==> config.mk <==
export PLATFORM = sky130hd
export DESIGN_NAME = tx_sample_framer
export DESIGN_NICKNAME = d
export VERILOG_FILES = /design/src/rtl/tx_framer_pkg.sv /design/src/rtl/sample_fifo.sv /design/src/rtl/tx_sample_framer.sv
export SDC_FILE = /design/constraint.sdc
export NUM_CORES = 1
export LEC_CHECK = 0
export BUFFER_PORTS_ARGS = -buffer_cell sky130_fd_sc_hd__buf_2
export CORE_ASPECT_RATIO = 1.4
export CORE_MARGIN = 4
export CORE_UTILIZATION = 25
export DETAILED_ROUTE_END_ITERATION = 7
export GPL_ROUTABILITY_DRIVEN = 0
export PLACE_DENSITY_LB_ADDON = 0.05
export SETUP_SLACK_MARGIN = 0.05
export SLEW_MARGIN = 25
export SYNTH_ARGS = -nofsm -noshare
export SYNTH_HDL_FRONTEND = slang
export SYNTH_SLANG_ARGS = --single-unit
==> constraint.sdc <==
create_clock -name clk -period 3.55 [get_ports clk]
set_input_delay 0.355 -clock clk [delete_from_list [all_inputs] [get_ports clk]]
set_output_delay 0.355 -clock clk [all_outputs]
set_load 0.01 [all_outputs]
==> src/rtl/tx_framer_pkg.sv <==
// tx_framer_pkg: framer state type and framing constants shared by tx_sample_framer.
package tx_framer_pkg;
  typedef enum logic [1:0] {IDLE, START, WAIT_BUSY, WAIT_DONE} frameState;
  localparam logic [7:0] DEFAULT_HEADER = 8'hA5;
  localparam int FRAME_LEN_BASE = 3;
  localparam int FRAME_LEN_CSUM = 4;
endpackage

==> src/rtl/sample_fifo.sv <==
// sample_fifo: synchronous power-of-two FIFO with occupancy count; pushes when full are dropped.
module sample_fifo #(
  parameter int W = 16,
  parameter int DEPTH = 8
) (
  input  logic clk,
  input  logic rst,
  input  logic push,
  input  logic [W-1:0] pushData,
  input  logic pop,
  output logic [W-1:0] popData,
  output logic [$clog2(DEPTH):0] count,
  output logic full,
  output logic empty
);
  localparam int AW = $clog2(DEPTH);
  logic [W-1:0] mem [DEPTH];
  logic [AW-1:0] wrPtr, rdPtr;
  logic doPush, doPop;
  assign full = count == (AW+1)'(DEPTH);
  assign empty = count == '0;
  assign doPush = push & ~full;
  assign doPop = pop & ~empty;
  assign popData = mem[rdPtr];
  always_ff @(posedge clk)
    if (doPush) mem[wrPtr] <= pushData;
  always_ff @(posedge clk or posedge rst)
    if (rst) begin
      wrPtr <= '0;
      rdPtr <= '0;
      count <= '0;
    end else begin
      wrPtr <= wrPtr + AW'(doPush);
      rdPtr <= rdPtr + AW'(doPop);
      count <= count + (AW+1)'(doPush) - (AW+1)'(doPop);
    end
endmodule

==> src/rtl/tx_sample_framer.sv <==
// tx_sample_framer: buffers FIR samples and feeds them to the UART one framed byte at a time.
// Define TX_FRAMER_CHECKSUM_EN to append the XOR checksum byte to each frame.
module tx_sample_framer
  import tx_framer_pkg::*;
#(
  parameter int SAMPLE_W = 16,
  parameter int FIFO_DEPTH = 8,
  parameter logic [7:0] HEADER = DEFAULT_HEADER
) (
  input  logic clk,
  input  logic rst,
  input  logic s_valid,
  input  logic [SAMPLE_W-1:0] s_data,
  output logic s_ready,
  output logic tx_start,
  output logic [7:0] tx_data,
  input  logic tx_busy,
  output logic [$clog2(FIFO_DEPTH):0] fifo_count,
  output logic overflow
);
`ifdef TX_FRAMER_CHECKSUM_EN
  localparam logic [1:0] LAST_IDX = 2'(FRAME_LEN_CSUM - 1);
`else
  localparam logic [1:0] LAST_IDX = 2'(FRAME_LEN_BASE - 1);
`endif
  frameState state, stateNext;
  logic [1:0] byteIdx, idxNext, idxInc;
  logic [15:0] frame, frameNext, popData, sampleExt;
  logic [7:0] dataNext, nextByte;
  logic full, empty, pop;
  assign sampleExt = 16'($signed(s_data));
  sample_fifo #(.W(16), .DEPTH(FIFO_DEPTH)) fifo (
    .clk(clk), .rst(rst), .push(s_valid), .pushData(sampleExt), .pop(pop),
    .popData(popData), .count(fifo_count), .full(full), .empty(empty)
  );
  assign s_ready = ~full;
  assign tx_start = state == START;
  assign idxInc = byteIdx + 2'd1;
`ifdef TX_FRAMER_CHECKSUM_EN
  assign nextByte = idxInc == 2'd1 ? frame[15:8] : idxInc == 2'd2 ? frame[7:0] : HEADER ^ frame[15:8] ^ frame[7:0];
`else
  assign nextByte = idxInc == 2'd1 ? frame[15:8] : frame[7:0];
`endif
  always_ff @(posedge clk or posedge rst)
    if (rst) overflow <= 1'b0;
    else overflow <= overflow | (s_valid & full);
  always_ff @(posedge clk or posedge rst)
    if (rst) begin
      state <= IDLE;
      byteIdx <= '0;
      frame <= '0;
      tx_data <= '0;
    end else begin
      state <= stateNext;
      byteIdx <= idxNext;
      frame <= frameNext;
      tx_data <= dataNext;
    end
  // Waiting for tx_busy=0 before every start keeps us off a byte still in flight after reset.
  always_comb begin
    stateNext = state;
    idxNext = byteIdx;
    frameNext = frame;
    dataNext = tx_data;
    pop = 1'b0;
    case (state)
      IDLE:
        if (!empty && !tx_busy) begin
          pop = 1'b1;
          frameNext = popData;
          idxNext = '0;
          dataNext = HEADER;
          stateNext = START;
        end
      START: stateNext = WAIT_BUSY;
      WAIT_BUSY: stateNext = tx_busy ? WAIT_DONE : WAIT_BUSY;
      WAIT_DONE:
        if (!tx_busy) begin
          if (byteIdx == LAST_IDX) stateNext = IDLE;
          else begin
            idxNext = idxInc;
            dataNext = nextByte;
            stateNext = START;
          end
        end
      default: stateNext = IDLE;
    endcase
  end
endmodule
==> results.tsv, run 1 <==
stage	metric	value	unit
status	status	completed	
power_and_ir_drop	p_int	4.58	mW
sta	tightestPinTransition	1010	ps
routing	via_count	3665	
sta	max-slew-margin-rel	33.0	%
power_and_ir_drop	combPwrFrac	32.1	%
place	hpwl	10300	um
setup_path	worstSetupStartpointType	register	
routing	wirelength	16600	um
cts	cts_root_buffer	clkbuf_16	
global_route	grt_usage	11.5	%
logic_synthesis	ys.warnings.count	0	
setup_path	critPathKind	register to register	
routing	drc	0	
routing	dr.pass1.iters	4	
power_and_ir_drop	pwr-share-clk	26.4	%
routing	wl_per_cell	19.8	um
cts	post_cts_buffers	0	
sta	hold_viol	0	
layout	area_growth	18.1	%
routing	ant_nets	0	
cts	cts_sinks	167	
floorplanning	core_area	27000	um^2
place	postPlaceCellArea	7560	um^2
routing	via_per_inst	4.38	
hold_path	hp-class	input port to asynchronous set/reset pin	
power_and_ir_drop	p_leak	2.96	nW
layout	final_cell_mix	128 x edfxtp_1, 40 x mux2i_1, 38 x dfrtp_1	
setup_path	worst-path-max-fanout	17	
cts	cts_max_level	4	
global_route	grt_pass1_vias	3837	
power_and_ir_drop	cellPowerDensity	848	nW/um^2
logic_synthesis	synth_edf_count	128	
floorplanning	ios	35	
floorplanning	die_h	204	um
cts	clk_latency	420	ps
flow_run	maxCapViolations	0	
sta	fin_ws	702	ps
floorplanning	die_area	30300	um^2
sta	finalMaxSlewViolations	0	
sta	holdWs	48.4	ps
logic_synthesis	seq_area_frac_synth	70.0	%
layout	final_nets	497	
place	io_buffers	34	
logic_synthesis	synth_top_flop_cell	edfxtp_1	
global_route	antenna_found_initial	0	
logic_synthesis	ys_types	43	
power_and_ir_drop	peakVddDrop	0.299	mV
setup_path	required	3860	ps
power_and_ir_drop	seqPwrFrac	41.6	%
cts	cts_hold_buf	0	
logic_synthesis	synth_fp_nets	451	
layout	drive_above_1_share	26.7	%
sta	max_freq	351	MHz
logic_synthesis	synth-seq-cells	167	
cts	path_clk_slew	60	ps
cts	cts_buffer_depth	2	
cts	numCtsBuffers	17	
sta	setup-tns-final	0	ps
sta	fin_crit_sh	80.2	%
layout	finalInstanceArea	8130	um^2
routing	drtIter0Drc	152	
place	post-place-ws	722	ps
cts	cts_tree	done	
setup_path	arrival	3160	ps
power_and_ir_drop	p_sw	2.31	mW
setup_path	endpoint_kind	register	
layout	nFillCells	2724	
floorplanning	dieWidth	148	um
floorplanning	initial_core_util	25.5	%
logic_synthesis	synth_area_per_cell	16.7	um^2
global_route	globalRoute.totalOverflow	0	
logic_synthesis	synthArstFlopShare	23.4	%
sta	skew	8.47	ps
logic_synthesis	synth_cells	413	
global_route	grt_pass1_wl	25000	um
cts	ctsResizeCount	0	
logic_synthesis	syn-cell-area	6890	um^2
sta	rsz0062_at_grt	no	
power_and_ir_drop	swShare	33.5	%
layout	diodes	0	
sta	fin_crit	2850	ps
sta	setup_viol	0	
layout	layout_commonest_cell	edfxtp_1	
global_route	grt_start_max_net_pins	40	
floorplanning	rows	71	
## cell usage after synthesis, types with 2 or more instances
cell	count	share of area, %
buf_2	7	0.51
inv_1	12	0.65
a2bb2oi_1	4	0.51
nor3_1	3	0.22
clkbuf_1	8	0.44
nand2b_1	4	0.36
o22ai_1	16	1.5
mux2_2	34	5.6
o31ai_2	8	1.5
dfrtp_1	39	14
nor2_1	8	0.44
mux2i_1	40	5.8
edfxtp_1	128	56
o2bb2ai_1	4	0.51
xor2_1	4	0.51
nand3_1	2	0.15
o31ai_1	26	2.8
buf_1	2	0.11
buf_6	2	0.33
ha_1	17	3.1
or3_1	2	0.18
a22o_1	16	2.0
nand2_1	6	0.33
a21oi_1	2	0.15
## final cells by class
cell class	count	area, um^2	area share (%)
Multi-Input combinational cell	213	1950	24.0
Tap cell	365	457	5.62
Clock buffer	20	437	5.37
Clock inverter	12	134	1.65
Inverter	13	48.8	0.600
Timing Repair Buffer	47	280	3.45
Sequential cell	167	4820	59.3
## per-layer routing
layer | global-route usage (%) | wire [um] | vias up
li1 | - | - | 1724
met1 | 13.4 | 6970 | 1876
met2 | 20.4 | 8840 | 48
met3 | 2.77 | 474 | 17
met4 | 4.26 | 316 | 0
met5 | 0 | 0 | -
## cell families (layout without fill, tap and decap cells)
family | Yosys count | in the layout | synth area share [%]
DFF | 167 | 167 | 70.0
xor gates and xnor gates | 4 | 4 | 0.509
buffers and inverters | 33 | 92 | 2.20
and+or+nand+nor | 34 | 34 | 2.82
AOI/OAI and AO/OA | 83 | 83 | 9.74
adders and majority gates | 18 | 18 | 3.38
muxes | 74 | 74 | 11.4
## per-stage QoR
stage | utilization, % | power (mW) | std cells
3_3_place_gp | 28.0 | 5.17 | 805
5_1_grt | 30.1 | 7.32 | 837
3_5_place_dp | 28.0 | 5.20 | 805
2_1_floorplan | - | 4.35 | 413
4_1_cts | 30.1 | 7.05 | 837
6_report | 30.1 | 6.89 | 837
## state kept, by name (all words and copies together) (netlist names)
| signal | flops |
|---|---|
| fifo.mem | 128 |
| frame | 16 |
| tx_data | 8 |
| fifo.count | 4 |
| fifo.rdPtr | 3 |
| fifo.wrPtr | 3 |
| byteIdx | 2 |
| state | 2 |
| overflow | 1 |
## power by group through the flow
| stage | Sequential [mW] | Clock (mW) | Combinational [mW] |
|---|---|---|---|
| finish | 2.87 | 1.82 | 2.21 |
| global route | 2.93 | 1.95 | 2.44 |
| CTS | 2.88 | 1.88 | 2.30 |
| detailed placement | 2.92 | 0 | 2.29 |
| global placement | 2.90 | 0 | 2.28 |
| floorplan | 2.78 | 0 | 1.57 |
## path summary, 6_finish.rpt
path                          startpoint              to  slack (ps)  depth (start not counted)
setup / recovery           fifo.count[2]   fifo.count[2]         700                         10
max in group asynchronous            rst   fifo.rdPtr[0]        3110                          3
hold reg to reg                 overflow        overflow         460                          1
setup reg to reg           fifo.count[2]   fifo.count[2]         700                         10
hold / removal                       rst   fifo.wrPtr[2]          50                          3
min in group clk               s_data[0]  fifo.mem[0][0]         200                          1
## critical path, stage by stage, from the launching register on
cell and delay [ps]:
dfrtp_1 380, inv_1 100, ha_1 190, nor3b_4 700, or3_1 220, inv_1 60, ha_1 270, inv_1 40
ha_1 200, fa_1 380, xor2_1 170
Note: power is estimated with default switching activity, not from simulation.
==> inputs of run 2 (changes only) <==
clock period = 2.9 ns   (was 3.55 ns; I/O delays follow)
==> results.tsv, run 2 (synthesis gave the netlist of run 1 again) <==
stage	metric	value	unit	change
layout	final_cell_mix	128 x edfxtp_1, 40 x mux2i_1, 38 x dfrtp_1		
global_route	globalRouteMet1Util	15.1	%	+1.7 points
layout	final_nets	505		+1.6%
power_and_ir_drop	peakVddDrop	0.348	mV	+16%
layout	area_growth	19.4	%	
layout	largestRegisters	fifo.mem: 128 flops, frame: 16 flops, tx_data: 8 flops		
sta	fin_ws	510	ps	-192 ps
power_and_ir_drop	p_leak	3.01	nW	+1.7%
power_and_ir_drop	total_power	8.67	mW	+26%
global_route	use_met2	20.9	%	+0.52 points
floorplanning	initial_core_util	25.5	%	unchanged
cts	cts_sinks	167		unchanged
sta	max_freq	418	MHz	+19%
setup_path	worstSetupStartpointType	register		
routing	via_per_inst	4.41		+0.62%
sta	setup_viol	0		unchanged
floorplanning	ios	35		unchanged
global_route	grt_usage	12.1	%	+0.64 points
status	status	completed		
sta	fin_crit	2390	ps	-458 ps
routing	wl_per_cell	20.7	um	+4.4%
routing	drtIter0Drc	203		+34%
routing	via_count	3723		+1.6%
place	post-place-ws	507	ps	-214 ps
layout	top_register	fifo.mem		
power_and_ir_drop	cellPowerDensity	1050	nW/um^2	+24%
global_route	use_met3	2.46	%	-0.31 points
cts	cts_buffer_depth	2		unchanged
floorplanning	dieWidth	148	um	unchanged
global_route	grt_pass1_wl	26400	um	+5.3%
floorplanning	rows	71		unchanged
cts	cts_root_buffer	clkbuf_16		
sta	setup-tns-final	0	ps	unchanged
floorplanning	die_h	204	um	unchanged
hold_path	hp-class	input port to register		
sta	skew	8.10	ps	-0.368 ps
global_route	antenna_found_initial	0		unchanged
cts	cts_max_level	4		unchanged
sta	rsz0062_at_grt	no		
layout	layout_commonest_cell	edfxtp_1		
place	hpwl	10800	um	+5.4%
place	io_buffers	34		unchanged
flow_run	maxCapViolations	0		unchanged
sta	finalMaxSlewViolations	0		unchanged
sta	max-slew-margin-rel	43.5	%	+11 points
cts	numCtsBuffers	17		unchanged
sta	fin_crit_sh	82.4	%	+2.2 points
global_route	grt-busiest-layer	met2		
cts	path_clk_slew	70	ps	about the same
cts	cts_tree	done		
cts	ctsResizeCount	0		unchanged
setup_path	endpoint_kind	register		
sta	tightestPinTransition	835	ps	-170 ps
global_route	grt_start_max_net_pins	33		-18%
routing	dr.pass1.iters	6		+2
cts	clk_latency	430	ps	about the same
routing	wirelength	17500	um	+5.4%
setup_path	required	3250	ps	-610 ps
routing	ant_nets	0		unchanged
layout	diodes	0		unchanged
global_route	globalRoute.totalOverflow	0		unchanged
setup_path	arrival	2740	ps	-420 ps
global_route	grt_pass1_vias	3967		+3.4%
layout	drive_above_1_share	29.2	%	+2.5 points
routing	drc	0		unchanged
floorplanning	die_area	30300	um^2	unchanged
setup_path	worst-path-max-fanout	7		-10
layout	largest_reg_flops	128		unchanged
setup_path	critPathKind	register to register		
sta	hold_viol	0		unchanged
floorplanning	core_area	27000	um^2	unchanged
-- run 2: repair_timing --
item,in CTS,in global routing
hold endpoints to repair,7,0
hold buffers,1,0
setup buffers,0,0
-- run 2: cell type report --
cell class / instances / area, um^2
Clock buffer: 18 / 439
Clock inverter: 14 / 174
Fill cell: 2719 / 18800
Inverter: 13 / 48.8
Multi-Input combinational cell: 213 / 1940
Sequential cell: 167 / 4820
Tap cell: 365 / 457
Timing Repair Buffer: 55 / 343
-- run 2: per-stage QoR --
step	instances	utilization [%]	instance area, um^2	hold WS (ps)
5_1_grt	845	30.4	8220	129
3_3_place_gp	812	28.1	7600	212
6_report	845	30.4	8220	135
3_5_place_dp	812	28.1	7600	214
2_1_floorplan	413	-	6890	389
4_1_cts	845	30.4	8220	113
-- run 2: power breakdown --
| group | switching, mW | leakage (nW) | total (mW) | internal [mW] |
|---|---|---|---|---|
| sequential | 0.337 | 1.63 | 3.47 | 3.13 |
| clock | 0.985 | 0.289 | 2.37 | 1.38 |
| combinational | 1.65 | 1.10 | 2.84 | 1.18 |
-- run 2: final timing paths --
check	from	endpoint	slack, ps	cells after the start
max in group asynchronous	rst	frame[7]	1850	4
worst min-delay path	s_data[0]	fifo.mem[0][0]	130	1
min in group asynchronous	rst	overflow	310	3
worst max register to register	state[1]	fifo.count[3]	510	11
worst max-delay path	state[1]	fifo.count[3]	510	11
worst min register to register	overflow	overflow	470	1
-- run 2: routing by layer --
metal,vias to the layer above,share of wire [%]
li1,1740,-
met1,1911,44
met2,59,52
met3,13,2.5
met4,0,1.3
met5,-,0
-- run 2: worst max-delay path, cell delays in order, from the launching register on --
cell and delay (ps):
dfrtp_1 410, inv_1 130, ha_1 300, inv_2 50, or3_1 360, inv_1 90, ha_1 140, inv_1 60
ha_1 270, a21o_1 180, a21oi_1 170, xor2_1 150
==> inputs of run 3 (changes only) <==
clock period = 2 ns   (was 2.9 ns; I/O delays follow)
==> results.tsv, run 3 (synthesis gave the netlist of run 1 again) <==
stage	metric	value	unit	change
layout	largestRegisters	fifo.mem: 128 flops, frame: 16 flops, tx_data: 8 flops		
layout	seq_area	4820	um^2	unchanged
floorplanning	ios	35		unchanged
routing	dr.pass1.iters	4		-2
floorplanning	dieWidth	148	um	unchanged
layout	layout_commonest_cell	edfxtp_1		
routing	drc	0		unchanged
layout	nFillCells	2710		-0.33%
layout	drive_above_1_share	35.9	%	+6.8 points
place	io_buffers	34		unchanged
setup_path	critPathKind	register to register		
cts	path_clk_slew	70	ps	about the same
layout	multiInputGateArea	2090	um^2	+7.7%
sta	tightestPinTransition	677	ps	-158 ps
power_and_ir_drop	p_sw	4.45	mW	+50%
floorplanning	die_h	204	um	unchanged
cts	cts_root_buffer	clkbuf_16		
setup_path	worstPathCellList	inv_2 -> ha_4 -> nor3b_4 -> or3_4 -> inv_4 -> ha_4 -> inv_2 -> ha_4 -> fa_2		
setup_path	worstSetupStartpointType	register		
sta	setup_viol	3		+3
layout	top_register	fifo.mem		
hold_path	hp-class	input port to register		
floorplanning	core_area	27000	um^2	unchanged
setup_path	required	2310	ps	-940 ps
routing	wirelength	17800	um	+2.0%
layout	final_cell_mix	128 x edfxtp_1, 40 x mux2i_1, 38 x dfrtp_1		
global_route	grt_pass1_wl	27200	um	+3.1%
power_and_ir_drop	cellPowerDensity	1500	nW/um^2	+42%
power_and_ir_drop	seqPwrFrac	37.5	%	-2.5 points
routing	via_per_inst	4.43		+0.49%
layout	largest_reg_flops	128		unchanged
setup_path	crit_top_cell	ha_4		
global_route	grt_usage	12.5	%	+0.35 points
floorplanning	die_area	30300	um^2	unchanged
layout	final_nets	537		+6.3%
floorplanning	rows	71		unchanged
sta	fin_crit	2110	ps	-285 ps
routing	via_count	3883		+4.3%
status	status	complete, but fails checks		
power_and_ir_drop	swShare	33.8	%	-0.47 points
status	violations	negative setup slack		
sta	rsz0062_at_grt	yes		
cts	cts_max_level	4		unchanged
cts	cts_sinks	167		unchanged
place	hpwl	11300	um	+4.3%
floorplanning	initial_core_util	25.5	%	unchanged
power_and_ir_drop	peakVddDrop	0.652	mV	+88%
setup_path	arrival	2410	ps	-330 ps
power_and_ir_drop	pwr-share-clk	24.1	%	-3.2 points
global_route	grt_start_max_net_pins	41		+24%
sta	hold_viol	0		unchanged
layout	diodes	0		unchanged
sta	finalMaxSlewViolations	0		unchanged
routing	wl_per_cell	20.3	um	-1.7%
cts	numCtsBuffers	17		unchanged
cts	cts_buffer_depth	2		unchanged
power_and_ir_drop	total_power	13.2	mW	+52%
flow_run	maxCapViolations	0		unchanged
global_route	grt_pass1_vias	4207		+6.0%
sta	holdWs	39.3	ps	-95.3 ps
sta	max-slew-margin-rel	54.6	%	+11 points
power_and_ir_drop	p_int	8.70	mW	+53%
power_and_ir_drop	combPwrFrac	38.4	%	+5.7 points
power_and_ir_drop	p_leak	3.22	nW	+6.9%
routing	drtIter0Drc	150		-26%
setup_path	cp_slowest_stage_delay	420	ps	about the same
sta	fin_crit_sh	105	%	+23 points
routing	ant_nets	0		unchanged
cts	clk_latency	430	ps	about the same
sta	max_freq	475	MHz	+14%
setup_path	endpoint_kind	register		
global_route	antenna_found_initial	0		unchanged
sta	fin_ws	-105	ps	-615 ps
sta	skew	9.34	ps	+1.23 ps
global_route	globalRoute.totalOverflow	0		unchanged
setup_path	crit_slowest_cell	fa_2		
setup_path	worst-path-max-fanout	3		-4
cts	cts_tree	done		
layout	area_growth	27.6	%	
-- run 3: critical path: cells and delay by family (launching register included) --
family	cells	cell delay (ps)
buffers and inverters	3	190
AND/OR/NAND/NOR	2	530
adder cells (fa/ha/maj)	4	890
flip-flops	1	370
-- run 3: worst paths after layout --
check,depth (start not counted),to,slack [ps],start
setup reg to reg,9,fifo.count[1],-110,fifo.count[3]
min in group asynchronous,3,frame[10],360,rst
hold reg to reg,1,overflow,460,overflow
setup / recovery,9,fifo.count[1],-110,fifo.count[3]
hold / removal,1,fifo.mem[7][15],40,s_data[15]
max in group asynchronous,4,tx_data[6],1120,rst
-- run 3: repair_timing --
item	4_1_cts	5_1_grt
pin swaps	9	4
buffers inserted	13	3
hold buffers	1	0
gates resized for setup	5	9
hold endpoints to repair	15	0
setup endpoints to repair	132	49
-- run 3: power groups by stage --
| stage | combinational, mW | sequential [mW] | clock [mW] |
|---|---|---|---|
| floorplan | 2.99 | 4.95 | 0 |
| global placement | 4.82 | 5.00 | 0 |
| detailed placement | 4.86 | 5.01 | 0 |
| CTS | 5.13 | 4.94 | 3.29 |
| global route | 5.56 | 5.01 | 3.43 |
| finish | 5.06 | 4.93 | 3.17 |
-- run 3: metal layers --
metal	up-vias	part of all wire [%]	track usage [%]
met4	0	2.8	5.45
met5	-	0	0
met3	24	2.9	2.37
met1	1976	43	15.5
li1	1811	-	-
met2	72	51	21.1
-- run 3: area by class of cell --
class	instances	share of cell area (%)
sequential	167	54.9
multi-input combinational	213	23.8
timing repair buffer	87	9.09
tap	365	5.20
clock buffer	19	4.93
clock inverter	13	1.51
inverter	13	0.612
-- run 3: through the flow --
step                      utilization [%]  instance area, um^2  std cells  worst slack (ps)  setup TNS (ps)
after floorplan                         -                 7020        413              -402           -4860
after global placement               29.3                 7910        828              -164          -11810
after detailed placement             29.3                 7910        828              -176          -12780
after CTS                            32.3                 8720        874              -131            -351
after global routing                 32.5                 8780        877              -184           -1950
final                                32.5                 8780        877              -105            -264
